File: src/rtl/decode_stage_pipe.sv
// RV32I(+M) decode stage: decodes one instruction per cycle into a registered
// entry, with a 2-entry main/skid buffer between fetch and execute handshakes.
module decode_stage_pipe #(
   parameter bit          ENABLE_M   = 1'b1,
   parameter bit          ENABLE_SYS = 1'b1,
   parameter int unsigned PC_WIDTH   = 32
) (
   input  logic                clk,
   input  logic                rst,
   input  logic                flush,
   input  logic                in_valid,
   output logic                in_ready,
   input  logic [31:0]         in_instr,
   input  logic [PC_WIDTH-1:0] in_pc,
   output logic                out_valid,
   input  logic                out_ready,
   output logic [PC_WIDTH-1:0] out_pc,
   output logic [4:0]          out_rs1_addr,
   output logic [4:0]          out_rs2_addr,
   output logic [4:0]          out_rd_addr,
   output logic                out_rs1_valid,
   output logic                out_rs2_valid,
   output logic                out_rd_valid,
   output logic [31:0]         out_imm,
   output logic [5:0]          out_instr_id,
   output logic                out_illegal,
   output logic [15:0]         illegal_count
);

   localparam logic [6:0] OPC_OP     = 7'b0110011;
   localparam logic [6:0] OPC_OP_IMM = 7'b0010011;
   localparam logic [6:0] OPC_LOAD   = 7'b0000011;
   localparam logic [6:0] OPC_STORE  = 7'b0100011;
   localparam logic [6:0] OPC_BRANCH = 7'b1100011;
   localparam logic [6:0] OPC_JAL    = 7'b1101111;
   localparam logic [6:0] OPC_JALR   = 7'b1100111;
   localparam logic [6:0] OPC_LUI    = 7'b0110111;
   localparam logic [6:0] OPC_AUIPC  = 7'b0010111;
   localparam logic [6:0] OPC_SYSTEM = 7'b1110011;

   typedef struct packed {
      logic [PC_WIDTH-1:0] pc;
      logic [4:0]          rs1;
      logic [4:0]          rs2;
      logic [4:0]          rd;
      logic                rs1_v;
      logic                rs2_v;
      logic                rd_v;
      logic [31:0]         imm;
      logic [5:0]          id;
      logic                illegal;
   } entry_t;

   entry_t main_q, skid_q, dec;
   logic   main_valid, skid_valid;
   logic   consume, accept;

   logic [6:0]  opcode, f7;
   logic [2:0]  f3;
   logic [31:0] imm_i, imm_s, imm_b, imm_u, imm_j, imm_sh, imm;
   logic [5:0]  id;
   logic        use_rs1, use_rs2, use_rd;

   assign opcode = in_instr[6:0];
   assign f3     = in_instr[14:12];
   assign f7     = in_instr[31:25];
   assign imm_i  = {{20{in_instr[31]}}, in_instr[31:20]};
   assign imm_s  = {{20{in_instr[31]}}, in_instr[31:25], in_instr[11:7]};
   assign imm_b  = {{19{in_instr[31]}}, in_instr[31], in_instr[7], in_instr[30:25], in_instr[11:8], 1'b0};
   assign imm_u  = {in_instr[31:12], 12'b0};
   assign imm_j  = {{11{in_instr[31]}}, in_instr[31], in_instr[19:12], in_instr[20], in_instr[30:21], 1'b0};
   assign imm_sh = {27'b0, in_instr[24:20]};

   // Opcode/funct decode; id stays 0 for any encoding that is not recognised
   always_comb begin
      id      = 6'd0;
      imm     = 32'd0;
      use_rs1 = 1'b0;
      use_rs2 = 1'b0;
      use_rd  = 1'b0;
      case (opcode)
         OPC_OP: begin
            use_rs1 = 1'b1;
            use_rs2 = 1'b1;
            use_rd  = 1'b1;
            if (f7 == 7'h00) begin
               case (f3)
                  3'd0: id = 6'd1;
                  3'd1: id = 6'd6;
                  3'd2: id = 6'd9;
                  3'd3: id = 6'd10;
                  3'd4: id = 6'd3;
                  3'd5: id = 6'd7;
                  3'd6: id = 6'd4;
                  default: id = 6'd5;
               endcase
            end else if (f7 == 7'h20) begin
               if (f3 == 3'd0) id = 6'd2;
               else if (f3 == 3'd5) id = 6'd8;
            end else if (ENABLE_M && f7 == 7'h01) begin
               id = 6'd40 + 6'(f3);
            end
         end
         OPC_OP_IMM: begin
            use_rs1 = 1'b1;
            use_rd  = 1'b1;
            imm     = imm_i;
            case (f3)
               3'd0: id = 6'd11;
               3'd2: id = 6'd18;
               3'd3: id = 6'd19;
               3'd4: id = 6'd12;
               3'd6: id = 6'd13;
               3'd7: id = 6'd14;
               3'd1: begin
                  imm = imm_sh;
                  if (f7 == 7'h00) id = 6'd15;
               end
               default: begin
                  imm = imm_sh;
                  if (f7 == 7'h00) id = 6'd16;
                  else if (f7 == 7'h20) id = 6'd17;
               end
            endcase
         end
         OPC_LOAD: begin
            use_rs1 = 1'b1;
            use_rd  = 1'b1;
            imm     = imm_i;
            case (f3)
               3'd0: id = 6'd20;
               3'd1: id = 6'd21;
               3'd2: id = 6'd22;
               3'd4: id = 6'd23;
               3'd5: id = 6'd24;
               default: id = 6'd0;
            endcase
         end
         OPC_STORE: begin
            use_rs1 = 1'b1;
            use_rs2 = 1'b1;
            imm     = imm_s;
            case (f3)
               3'd0: id = 6'd25;
               3'd1: id = 6'd26;
               3'd2: id = 6'd27;
               default: id = 6'd0;
            endcase
         end
         OPC_BRANCH: begin
            use_rs1 = 1'b1;
            use_rs2 = 1'b1;
            imm     = imm_b;
            case (f3)
               3'd0: id = 6'd28;
               3'd1: id = 6'd29;
               3'd4: id = 6'd30;
               3'd5: id = 6'd31;
               3'd6: id = 6'd32;
               3'd7: id = 6'd33;
               default: id = 6'd0;
            endcase
         end
         OPC_JAL: begin
            use_rd = 1'b1;
            imm    = imm_j;
            id     = 6'd34;
         end
         OPC_JALR: begin
            use_rs1 = 1'b1;
            use_rd  = 1'b1;
            imm     = imm_i;
            if (f3 == 3'd0) id = 6'd35;
         end
         OPC_LUI: begin
            use_rd = 1'b1;
            imm    = imm_u;
            id     = 6'd36;
         end
         OPC_AUIPC: begin
            use_rd = 1'b1;
            imm    = imm_u;
            id     = 6'd37;
         end
         OPC_SYSTEM: begin
            if (ENABLE_SYS && in_instr == 32'h00000073) id = 6'd38;
            else if (ENABLE_SYS && in_instr == 32'h00100073) id = 6'd39;
         end
         default: id = 6'd0;
      endcase
   end

   // Illegal entries carry raw addresses and pc but no flags or immediate
   always_comb begin
      dec         = '0;
      dec.pc      = in_pc;
      dec.rs1     = in_instr[19:15];
      dec.rs2     = in_instr[24:20];
      dec.rd      = in_instr[11:7];
      dec.id      = id;
      dec.illegal = (id == 6'd0);
      if (id != 6'd0) begin
         dec.rs1_v = use_rs1;
         dec.rs2_v = use_rs2;
         dec.rd_v  = use_rd && (in_instr[11:7] != 5'd0);
         dec.imm   = imm;
      end
   end

   assign in_ready = !skid_valid;
   assign consume  = main_valid && out_ready;
   assign accept   = in_valid && !skid_valid;

   // Main/skid buffer; flush drops everything including the offered input
   always_ff @(posedge clk) begin
      if (rst) begin
         main_q        <= '0;
         skid_q        <= '0;
         main_valid    <= 1'b0;
         skid_valid    <= 1'b0;
         illegal_count <= 16'd0;
      end else begin
         if (flush) begin
            main_valid <= 1'b0;
            skid_valid <= 1'b0;
         end else if (skid_valid) begin
            if (consume) begin
               main_q     <= skid_q;
               skid_valid <= 1'b0;
            end
         end else if (accept) begin
            if (!main_valid || consume) begin
               main_q     <= dec;
               main_valid <= 1'b1;
            end else begin
               skid_q     <= dec;
               skid_valid <= 1'b1;
            end
         end else if (consume) begin
            main_valid <= 1'b0;
         end
         if (!flush && consume && main_q.illegal && illegal_count != 16'hFFFF)
            illegal_count <= illegal_count + 16'd1;
      end
   end

   assign out_valid     = main_valid;
   assign out_pc        = main_q.pc;
   assign out_rs1_addr  = main_q.rs1;
   assign out_rs2_addr  = main_q.rs2;
   assign out_rd_addr   = main_q.rd;
   assign out_rs1_valid = main_q.rs1_v;
   assign out_rs2_valid = main_q.rs2_v;
   assign out_rd_valid  = main_q.rd_v;
   assign out_imm       = main_q.imm;
   assign out_instr_id  = main_q.id;
   assign out_illegal   = main_q.illegal;

endmodule

File: config.mk
export PLATFORM = sky130hd
export DESIGN_NAME = decode_stage_pipe
export DESIGN_NICKNAME = d
export VERILOG_FILES = /design/src/rtl/decode_stage_pipe.sv
export SDC_FILE = /design/constraint.sdc
export NUM_CORES = 1
export LEC_CHECK = 0
export ABC_AREA = 1
export BUFFER_PORTS_ARGS = -buffer_cell sky130_fd_sc_hd__buf_4
export CORE_AREA = 2 2 197 161
export CTS_BUF_LIST = sky130_fd_sc_hd__clkbuf_4 sky130_fd_sc_hd__clkbuf_8
export CTS_CLUSTER_SIZE = 30
export DETAILED_ROUTE_END_ITERATION = 10
export DIE_AREA = 0 0 199 163
export PLACE_DENSITY = 0.56
export SETUP_SLACK_MARGIN = 0.3
export SLEW_MARGIN = 30
export SYNTH_ARGS = -nofsm -noshare
export SYNTH_HDL_FRONTEND = slang
export SYNTH_SLANG_ARGS = --single-unit
File: constraint.sdc
create_clock -name clk -period 3.4 [get_ports clk]
set_clock_uncertainty 0.2 [all_clocks]
set_input_delay 0.51 -clock clk [delete_from_list [all_inputs] [get_ports clk]]
set_output_delay 0.51 -clock clk [all_outputs]
set_load 0.02 [all_outputs]
==> results.json, run 1 <==
{
  "postCtsSetupRepairBufs": 0,
  "yosysMostFrequentCell": "nand2_1",
  "cp_data_required_time_ps": 3520,
  "postCtsHoldBufs": 0,
  "ys.flop_type": "dfxtp_1",
  "worstReg2RegEnd": "out_pc[19]$_SDFFE_PP0P_",
  "cts-root-buf": "clkbuf_8",
  "setup_viol": 0,
  "grt_pass1_wl_um": 46300,
  "grtUsageTotal_pct": 18.3,
  "hold_path_class": "input pin to flip-flop",
  "synth_edf_count": 0,
  "timing.critical_path.arrival_ps": 2790,
  "netlist.area_leader.share_pct": 43.5,
  "synth.distinct_cells": 36,
  "p_leak_nw": 5.08,
  "slew_viol_final": 0,
  "die_width_um": 199,
  "die_y_um": 163,
  "period_share_pct": 78.5,
  "place_congestion": 0.922,
  "die_area_um2": 32400,
  "rsz0062_at_grt": "false",
  "drt-vias-per-instance": 4.77,
  "drc": 0,
  "path_class": "input pin to flip-flop",
  "cp_max_fo": 37,
  "avgSynthCellArea_um2": 6.65,
  "r2r_start": "skid_valid$_SDFF_PP0_",
  "dr.pass1.iters": 5,
  "insertion_delay_ps": 470,
  "async_flop_share_pct": 0,
  "final_cell_area_um2": 11100,
  "start_util_pct": 29.4,
  "nets": 1547,
  "layout_min_cycle_time_ps": 2670,
  "row_count": 58,
  "peakVddDrop_mv": 0.271,
  "io_pins": 176,
  "grt_antenna_before_repair": 1,
  "hold_path_depth": 3,
  "clock-sinks": 196,
  "wl_um": 29300,
  "portBuffers": 175,
  "powerDensity_nw_per_um2": 410,
  "status": "completed",
  "synth_top_cell_by_area": "dfxtp_1",
  "end_kind": "flip-flop",
  "dp_cells": 1878,
  "final.setup.tns_ps": 0,
  "grt_pass1_vias": 8434,
  "drive_above_1_share_pct": 16.5,
  "hp-start": "in_pc[10]",
  "r2r_slack_ps": 870,
  "grt_max_degree": 140,
  "cts-htree-levels": 4,
  "cts_tree": "yes",
  "instances_no_fill": 1908,
  "path_clk_slew_ps": 110,
  "ys_top_cells_by_area": "dfxtp_1 (44%), nand2_1 (14%), o21ai_0 (10%)",
  "fmax_mhz": 375,
  "yosys_warnings": 0,
  "dp_hpwl_um": 20200,
  "cts_buffer_depth": 2,
  "avgRoutedWirePerCell_um": 15.4,
  "syn_area_um2": 9010,
  "diodes": 0,
  "drv_cap": 0,
  "ys_ff_latch": 196,
  "netlist_top_cells_count": "nand2_1 (346), nor2_1 (224), dfxtp_1 (196)",
  "maxSlewHeadroom_pct": 53.4,
  "cts_resized": 0,
  "r2r_cells": 8,
  "ant_nets": 0,
  "core_area_um2": 30700,
  "syn_nets": 1425,
  "vias": 9094,
  "start_kind": "input pin",
  "first_iter_violations": 595,
  "hold_viol_final": 0,
  "syn_inst": 1355,
  "total_power_w": 0.00454,
  "yosysSeqAreaShare_pct": 43.5,
  "tightest_slew_ps": 698,
  "cts_buffers": 17,
  "postPlaceCellArea_um2": 10700,
  "grt_overflow": 0,
  "hold-path-endpoint": "skid_q[67]$_SDFFE_PP0P_",
  "synthToLayoutAreaGrowth_pct": 23.0
}
cells by family after synthesis:
group | after synthesis | synth area share, %
AND/OR/NAND/NOR | 629 | 27.6
AO/OA/AOI/OAI | 362 | 21.2
flip-flops | 196 | 43.5
buffers and inverters | 164 | 7.17
XOR/XNOR | 3 | 0.292
adder cells (fa/ha/maj) | 1 | 0.139
area by class of cell:
class,instances,area (um^2)
multi-input combinational,995,4450
timing repair buffer,187,1470
sequential,196,3930
inverter,80,304
fill,3294,19600
clock buffer,17,234
tap,420,526
clock inverter,13,176
worst max-delay path: stages:
cell and delay (ps):
buf_4 130, inv_1 110, nor2_1 90, nand2_1 320, nand2_1 130, nor3_1 270, nand2_1 140, nor2_1 180
nand3_4 390, nand2_1 280, nand2_1 70, nand2_1 90, a21oi_1 60
worst max-delay path by stage:
stage	endpoint	start	slack (ps)	depth (start not counted)
2_1_floorplan	out_imm[21]$_SDFFE_PP0P_	in_instr[1]	1150	13
3_5_place_dp	out_imm[3]$_SDFFE_PP0P_	in_instr[4]	300	13
6_report	out_imm[3]$_SDFFE_PP0P_	in_instr[4]	730	13
5_1_grt	out_imm[14]$_SDFFE_PP0P_	in_instr[4]	520	13
4_1_cts	out_imm[3]$_SDFFE_PP0P_	in_instr[4]	810	13
3_3_place_gp	out_imm[3]$_SDFFE_PP0P_	in_instr[4]	250	13
layer usage:
layer / global-route usage [%] / part of all wire (%)
met5: 0 / 0.044
met4: 5.60 / 1.7
met3: 3.87 / 5.5
met2: 27.0 / 43
met1: 26.4 / 50
cell usage in the layout, fill, tap and decap left out, types with 17 or more instances in the layout:
master / n
o21ai_0: 183
nor2_1: 223
dfxtp_1: 195
nand3_1: 25
inv_1: 71
buf_4: 181
clkbuf_8: 17
nand2_1: 345
a21oi_1: 117
a31oi_1: 49
state kept, by name, indices dropped and copies added (netlist names), 5 cells and up:
register,count
out_rs2_addr,5
skid_q,89
illegal_count,16
out_instr_id,6
out_rd_addr,5
out_pc,32
out_rs1_addr,5
out_imm,32
through the flow:
step	hold slack (ps)	worst slack, ps	utilization, %
floorplan	247	1150	-
global placement	254	254	34.8
detailed placement	259	301	34.8
CTS	23.3	807	36.1
global route	29.4	516	36.1
finish	60.6	733	36.1
power by group:
group          switching [W]  internal (W)  leakage, nW  total, W
clock network       0.000899      0.000739        0.208   0.00164
registers          0.0000343       0.00236         1.59   0.00239
logic               0.000326      0.000191         3.28  0.000516
Note: power is estimated with default switching activity, not from simulation.
==> run 2: changes to the inputs <==
- clock period: 3.4 -> 2.6 ns (I/O delays scaled with it)
==> run 2 against run 1 <==
Compared with the run above:
- critical path type unchanged
- utilization grew 2.5 points
- count of clock-buffer cells in the layout up 3
- largest cell class unchanged
- clock power is 16% higher
- sequential cell count is the same
==> results.json, run 2 (synthesis results as in run 1) <==
{
  "total_power_w": 0.00579,
  "row_count": 58,
  "cts_buffers": 17,
  "start_util_pct": 29.4,
  "setup_viol": 0,
  "wl_um": 30900,
  "crit_start": "in_instr[1]",
  "grt_max_degree": 145,
  "path_class": "input pin to flip-flop",
  "path_clk_slew_ps": 100,
  "ant_nets": 0,
  "instances_no_fill": 1997,
  "clock-sinks": 196,
  "start_kind": "input pin",
  "crit_end": "out_imm[9]$_SDFFE_PP0P_",
  "drv_cap": 0,
  "layout_common_cells": "nand2_1 (345), buf_4 (220), nor2_1 (216)",
  "grt_pass1_vias": 8777,
  "r2r_slack_ps": 470,
  "hold_viol_final": 0,
  "drc": 0,
  "drive_above_1_share_pct": 18.9,
  "grtUsageTotal_pct": 18.9,
  "io_pins": 176,
  "postPlaceCellArea_um2": 11000,
  "avgRoutedWirePerCell_um": 15.5,
  "largest_register_ffs": 89,
  "powerDensity_nw_per_um2": 488,
  "insertion_delay_ps": 480,
  "grt_overflow": 0,
  "dr.pass1.iters": 5,
  "postCtsSetupRepairBufs": 0,
  "slew_viol_final": 0,
  "dp_cells": 1918,
  "portBuffers": 175,
  "die_width_um": 199,
  "place_congestion": 0.870,
  "cts_buffer_depth": 2,
  "cts-htree-levels": 4,
  "cts_tree": "yes",
  "die_area_um2": 32400,
  "tightest_slew_ps": 694,
  "layout_commonest_cell": "nand2_1",
  "cp_data_required_time_ps": 2730,
  "hold_ws_ps": 37.1,
  "end_kind": "flip-flop",
  "status": "completed",
  "layout_min_cycle_time_ps": 2220,
  "worstReg2RegEnd": "illegal_count[11]$_SDFFE_PP0P_",
  "die_y_um": 163,
  "hold_path_class": "input pin to flip-flop",
  "top_register": "skid_q",
  "maxSlewHeadroom_pct": 53.7,
  "peakVddDrop_mv": 0.334,
  "p_leak_nw": 5.45,
  "fmax_mhz": 451,
  "period_share_pct": 85.4,
  "dp_hpwl_um": 20900,
  "first_iter_violations": 945,
  "grt_pass1_wl_um": 48000,
  "r2r_start": "illegal_count[1]$_SDFFE_PP0P_",
  "timing.critical_path.arrival_ps": 2350,
  "cp_max_fo": 24,
  "r2r_cells": 13,
  "vias": 9493,
  "final_cell_area_um2": 11900,
  "drt-vias-per-instance": 4.75,
  "core_area_um2": 30700,
  "rsz0062_at_grt": "true",
  "grt_antenna_before_repair": 1,
  "synthToLayoutAreaGrowth_pct": 31.7,
  "cts-root-buf": "clkbuf_8",
  "nets": 1632
}
run 2: cell type report:
type / instances / area (um^2)
Fill cell: 3266 / 18800
Multi-Input combinational cell: 995 / 4500
Sequential cell: 196 / 3930
Timing Repair Buffer: 272 / 2240
Tap cell: 420 / 526
Inverter: 80 / 304
Clock buffer: 20 / 263
Clock inverter: 12 / 100
Antenna cell: 2 / 5.00
run 2: how the worst min path moves through the flow:
stage / startpoint / end / cells past startpoint
6_report: in_instr[20] / out_rs2_addr[0]$_SDFFE_PP0P_ / 3
3_3_place_gp: out_instr_id[2]$_SDFFE_PP0P_ / out_instr_id[2]$_SDFFE_PP0P_ / 2
4_1_cts: in_instr[20] / out_rs2_addr[0]$_SDFFE_PP0P_ / 3
3_5_place_dp: out_imm[31]$_SDFFE_PP0P_ / out_imm[31]$_SDFFE_PP0P_ / 2
2_1_floorplan: skid_q[57]$_SDFFE_PP0P_ / out_pc[0]$_SDFFE_PP0P_ / 2
5_1_grt: in_instr[10] / out_rd_addr[3]$_SDFFE_PP0P_ / 3
run 2: what timing repair did:
item                                   CTS  global route
setup endpoints to repair                0            46
resized for setup                        0            13
hold buffers                            45             0
endpoints found under the hold margin   85             0
run 2: power by group:
part | total [W] | internal (W) | switching [W]
clock | 0.00190 | 0.000729 | 0.00117
combinational | 0.000767 | 0.000317 | 0.000450
sequential | 0.00312 | 0.00308 | 0.0000429
run 2: per-layer routing:
metal / vias to the layer above / track usage (%) / share of wire (%)
li1: 4840 / - / -
met1: 4398 / 27.2 / 49
met2: 223 / 28.5 / 43
met3: 32 / 3.81 / 5.4
met4: 0 / 5.53 / 1.9
met5: - / 0 / 0
run 2: worst max-delay path, stage by stage:
cell and delay, ps:
buf_4 110, nand2_2 120, inv_1 60, nand2_1 130, nor2_1 120, nand2_1 120
nand2_1 70, nor2_1 140, nand3_1 200, nor2_2 190, nand3_4 150, buf_12 200
nand2_1 90, nand2_1 60, nand2_1 110, a21oi_1 70
run 2: through the flow:
step | worst slack, ps | TNS (ps) | util, %
floorplan | 422 | 0 | -
global placement | -157 | -3550 | 35.8
detailed placement | -98.0 | -2140 | 35.8
CTS | 329 | 0 | 38.5
global route | 253 | 0 | 38.6
finish | 381 | 0 | 38.6
==> run 3: changes to the inputs <==
==> constraint.sdc (replaced) <==
create_clock -name clk -period 2.6 [get_ports clk]
set_clock_uncertainty 0.2 [all_clocks]
set_input_delay 0.13 -clock clk [delete_from_list [all_inputs] [get_ports clk]]
set_output_delay 0.13 -clock clk [all_outputs]
set_load 0.02 [all_outputs]
==> run 3 against run 2 <==
Compared with the run above:
- utilization is 0.60 points higher
- total power is 5.0% higher
- wire length is 0.87% higher
- fmax is 0.56% higher
- setup slack better by 12 ps
- non-clock buffer count is 4 higher
- hold slack better by 48 ps
- via count is 1.8% higher
- critical endpoint is now out_imm[7]$_SDFFE_PP0P_
- largest power group unchanged
==> results.json, run 3 (synthesis results as in run 1) <==
{
  "drv_cap": 0,
  "timing.critical_path.arrival_ps": 2330,
  "top_register": "skid_q",
  "first_iter_violations": 727,
  "place_ws_ps": 166,
  "status": "completed",
  "layout_commonest_cell": "nand2_1",
  "final.setup.tns_ps": 0,
  "cts_tree": "yes",
  "fmax_mhz": 453,
  "setup_viol": 0,
  "dp_hpwl_um": 20900,
  "cts_buffers": 17,
  "drive_above_1_share_pct": 18.7,
  "synthToLayoutAreaGrowth_pct": 33.7,
  "largest_register_ffs": 89,
  "path_class": "input pin to flip-flop",
  "cts-htree-levels": 4,
  "dr.pass1.iters": 5,
  "fillers": 3281,
  "vias": 9665,
  "grt_pass1_vias": 8606,
  "clock-sinks": 196,
  "period_share_pct": 84.9,
  "layout_min_cycle_time_ps": 2210,
  "drc": 0,
  "nets": 1636,
  "postPlaceCellArea_um2": 10900,
  "path_cells": "dlygate4sd3_1 -> buf_4 -> inv_1 -> nor2_1 -> nand2_1 -> nor2_2 -> nand2_1 -> inv_1 -> nand2_1 -> nand2_1 -> nor2_2 -> nand2_2 -> nor2_4 -> nand3_4 -> buf_12 -> nand2_1 -> nand2_1 -> nand2_1 -> a21oi_1",
  "die_area_um2": 32400,
  "rsz0062_at_grt": "true",
  "cp_slowest_stage_delay_ps": 540,
  "start_util_pct": 29.4,
  "dp_cells": 1903,
  "instances_no_fill": 1999,
  "hold_viol_final": 0,
  "end_kind": "flip-flop",
  "drt-vias-per-instance": 4.83,
  "grt_antenna_before_repair": 1,
  "io_pins": 176,
  "diodes": 0,
  "cp_common_cell": "nand2_1",
  "grt_max_degree": 140,
  "grtUsageTotal_pct": 18.9,
  "layout_common_cells": "nand2_1 (342), nor2_1 (212), buf_4 (204)",
  "tightest_slew_ps": 719,
  "p_leak_nw": 5.51,
  "maxSlewHeadroom_pct": 52.1,
  "row_count": 58,
  "worst_slack_ps": 393,
  "cp_max_fo": 8,
  "core_area_um2": 30700,
  "portBuffers": 175,
  "peakVddDrop_mv": 0.380,
  "cp_data_required_time_ps": 2720,
  "worst_path_max_delay_cell": "dlygate4sd3_1",
  "path_clk_slew_ps": 120,
  "wl_um": 31100,
  "place_congestion": 0.924,
  "avgRoutedWirePerCell_um": 15.6,
  "slew_viol_final": 0,
  "final_cell_area_um2": 12000,
  "die_y_um": 163,
  "layout.area.seq_um2": 3930,
  "powerDensity_nw_per_um2": 504,
  "grt_overflow": 0,
  "start_kind": "input pin",
  "cts_buffer_depth": 2,
  "hold_path_class": "input pin to flip-flop",
  "cts-root-buf": "clkbuf_8",
  "ant_nets": 0,
  "die_width_um": 199,
  "insertion_delay_ps": 470,
  "grt_pass1_wl_um": 48100,
  "multi_input_area_um2": 4510
}
-- run 3: cell count changes in the layout (fill, tap and decap cells not counted), sizes merged --
cell	change
bufinv	+2
inv	+4
diode	-2
buf	-14
clkinvlp	-1
dlygate4sd3	+16
clkinv	-4
clkbuf	+1
-- run 3: repair_timing --
action | CTS | global route
setup endpoints to repair | 0 | 41
buffers inserted | 0 | 1
hold endpoints to repair | 127 | 0
hold buffers | 61 | 0
resized for setup | 0 | 23
-- run 3: final cells by class --
cell class / count / area share, %
Multi-Input combinational cell: 995 / 37.4
Sequential cell: 196 / 32.6
Timing Repair Buffer: 276 / 19.6
Tap cell: 420 / 4.36
Inverter: 80 / 2.54
Clock buffer: 19 / 2.17
Clock inverter: 13 / 1.32
-- run 3: worst paths after layout --
kind	start	endpoint	slack, ps	cells past startpoint
worst max register to register	skid_valid$_SDFF_PP0_	out_rd_addr[0]$_SDFFE_PP0P_	520	5
worst min-delay path	in_instr[31]	skid_q[36]$_SDFFE_PP0P_	90	6
worst max-delay path	in_instr[20]	out_imm[7]$_SDFFE_PP0P_	390	19
worst min register to register	skid_q[69]$_SDFFE_PP0P_	out_pc[12]$_SDFFE_PP0P_	250	2
-- run 3: power by group --
part	internal, W	switching, W
combinational	0.000342	0.000464
clock	0.000941	0.00120
sequential	0.00308	0.0000448
-- run 3: worst max-delay path: cells and delay by family --
| kind | cells | cell delay, ps |
|---|---|---|
| buf+inv | 5 | 1000 |
| compound gates | 1 | 60 |
| simple gates | 13 | 1120 |
-- run 3: metal layers --
| layer | share of wire (%) | track usage, % | vias to the layer above |
|---|---|---|---|
| met4 | 1.3 | 4.41 | 2 |
| li1 | - | - | 4840 |
| met5 | 0.035 | 0 | - |
| met2 | 43 | 28.0 | 295 |
| met3 | 6.7 | 4.29 | 24 |
| met1 | 49 | 27.6 | 4504 |
-- run 3: metrics by stage --
stage / util, % / hold slack [ps] / power [W]
2_1_floorplan: - / 9.31 / 0.00355
3_3_place_gp: 35.5 / 152 / 0.00390
3_5_place_dp: 35.5 / 158 / 0.00390
4_1_cts: 38.9 / 20.5 / 0.00613
5_1_grt: 39.2 / 56.9 / 0.00636
6_report: 39.2 / 85.4 / 0.00608
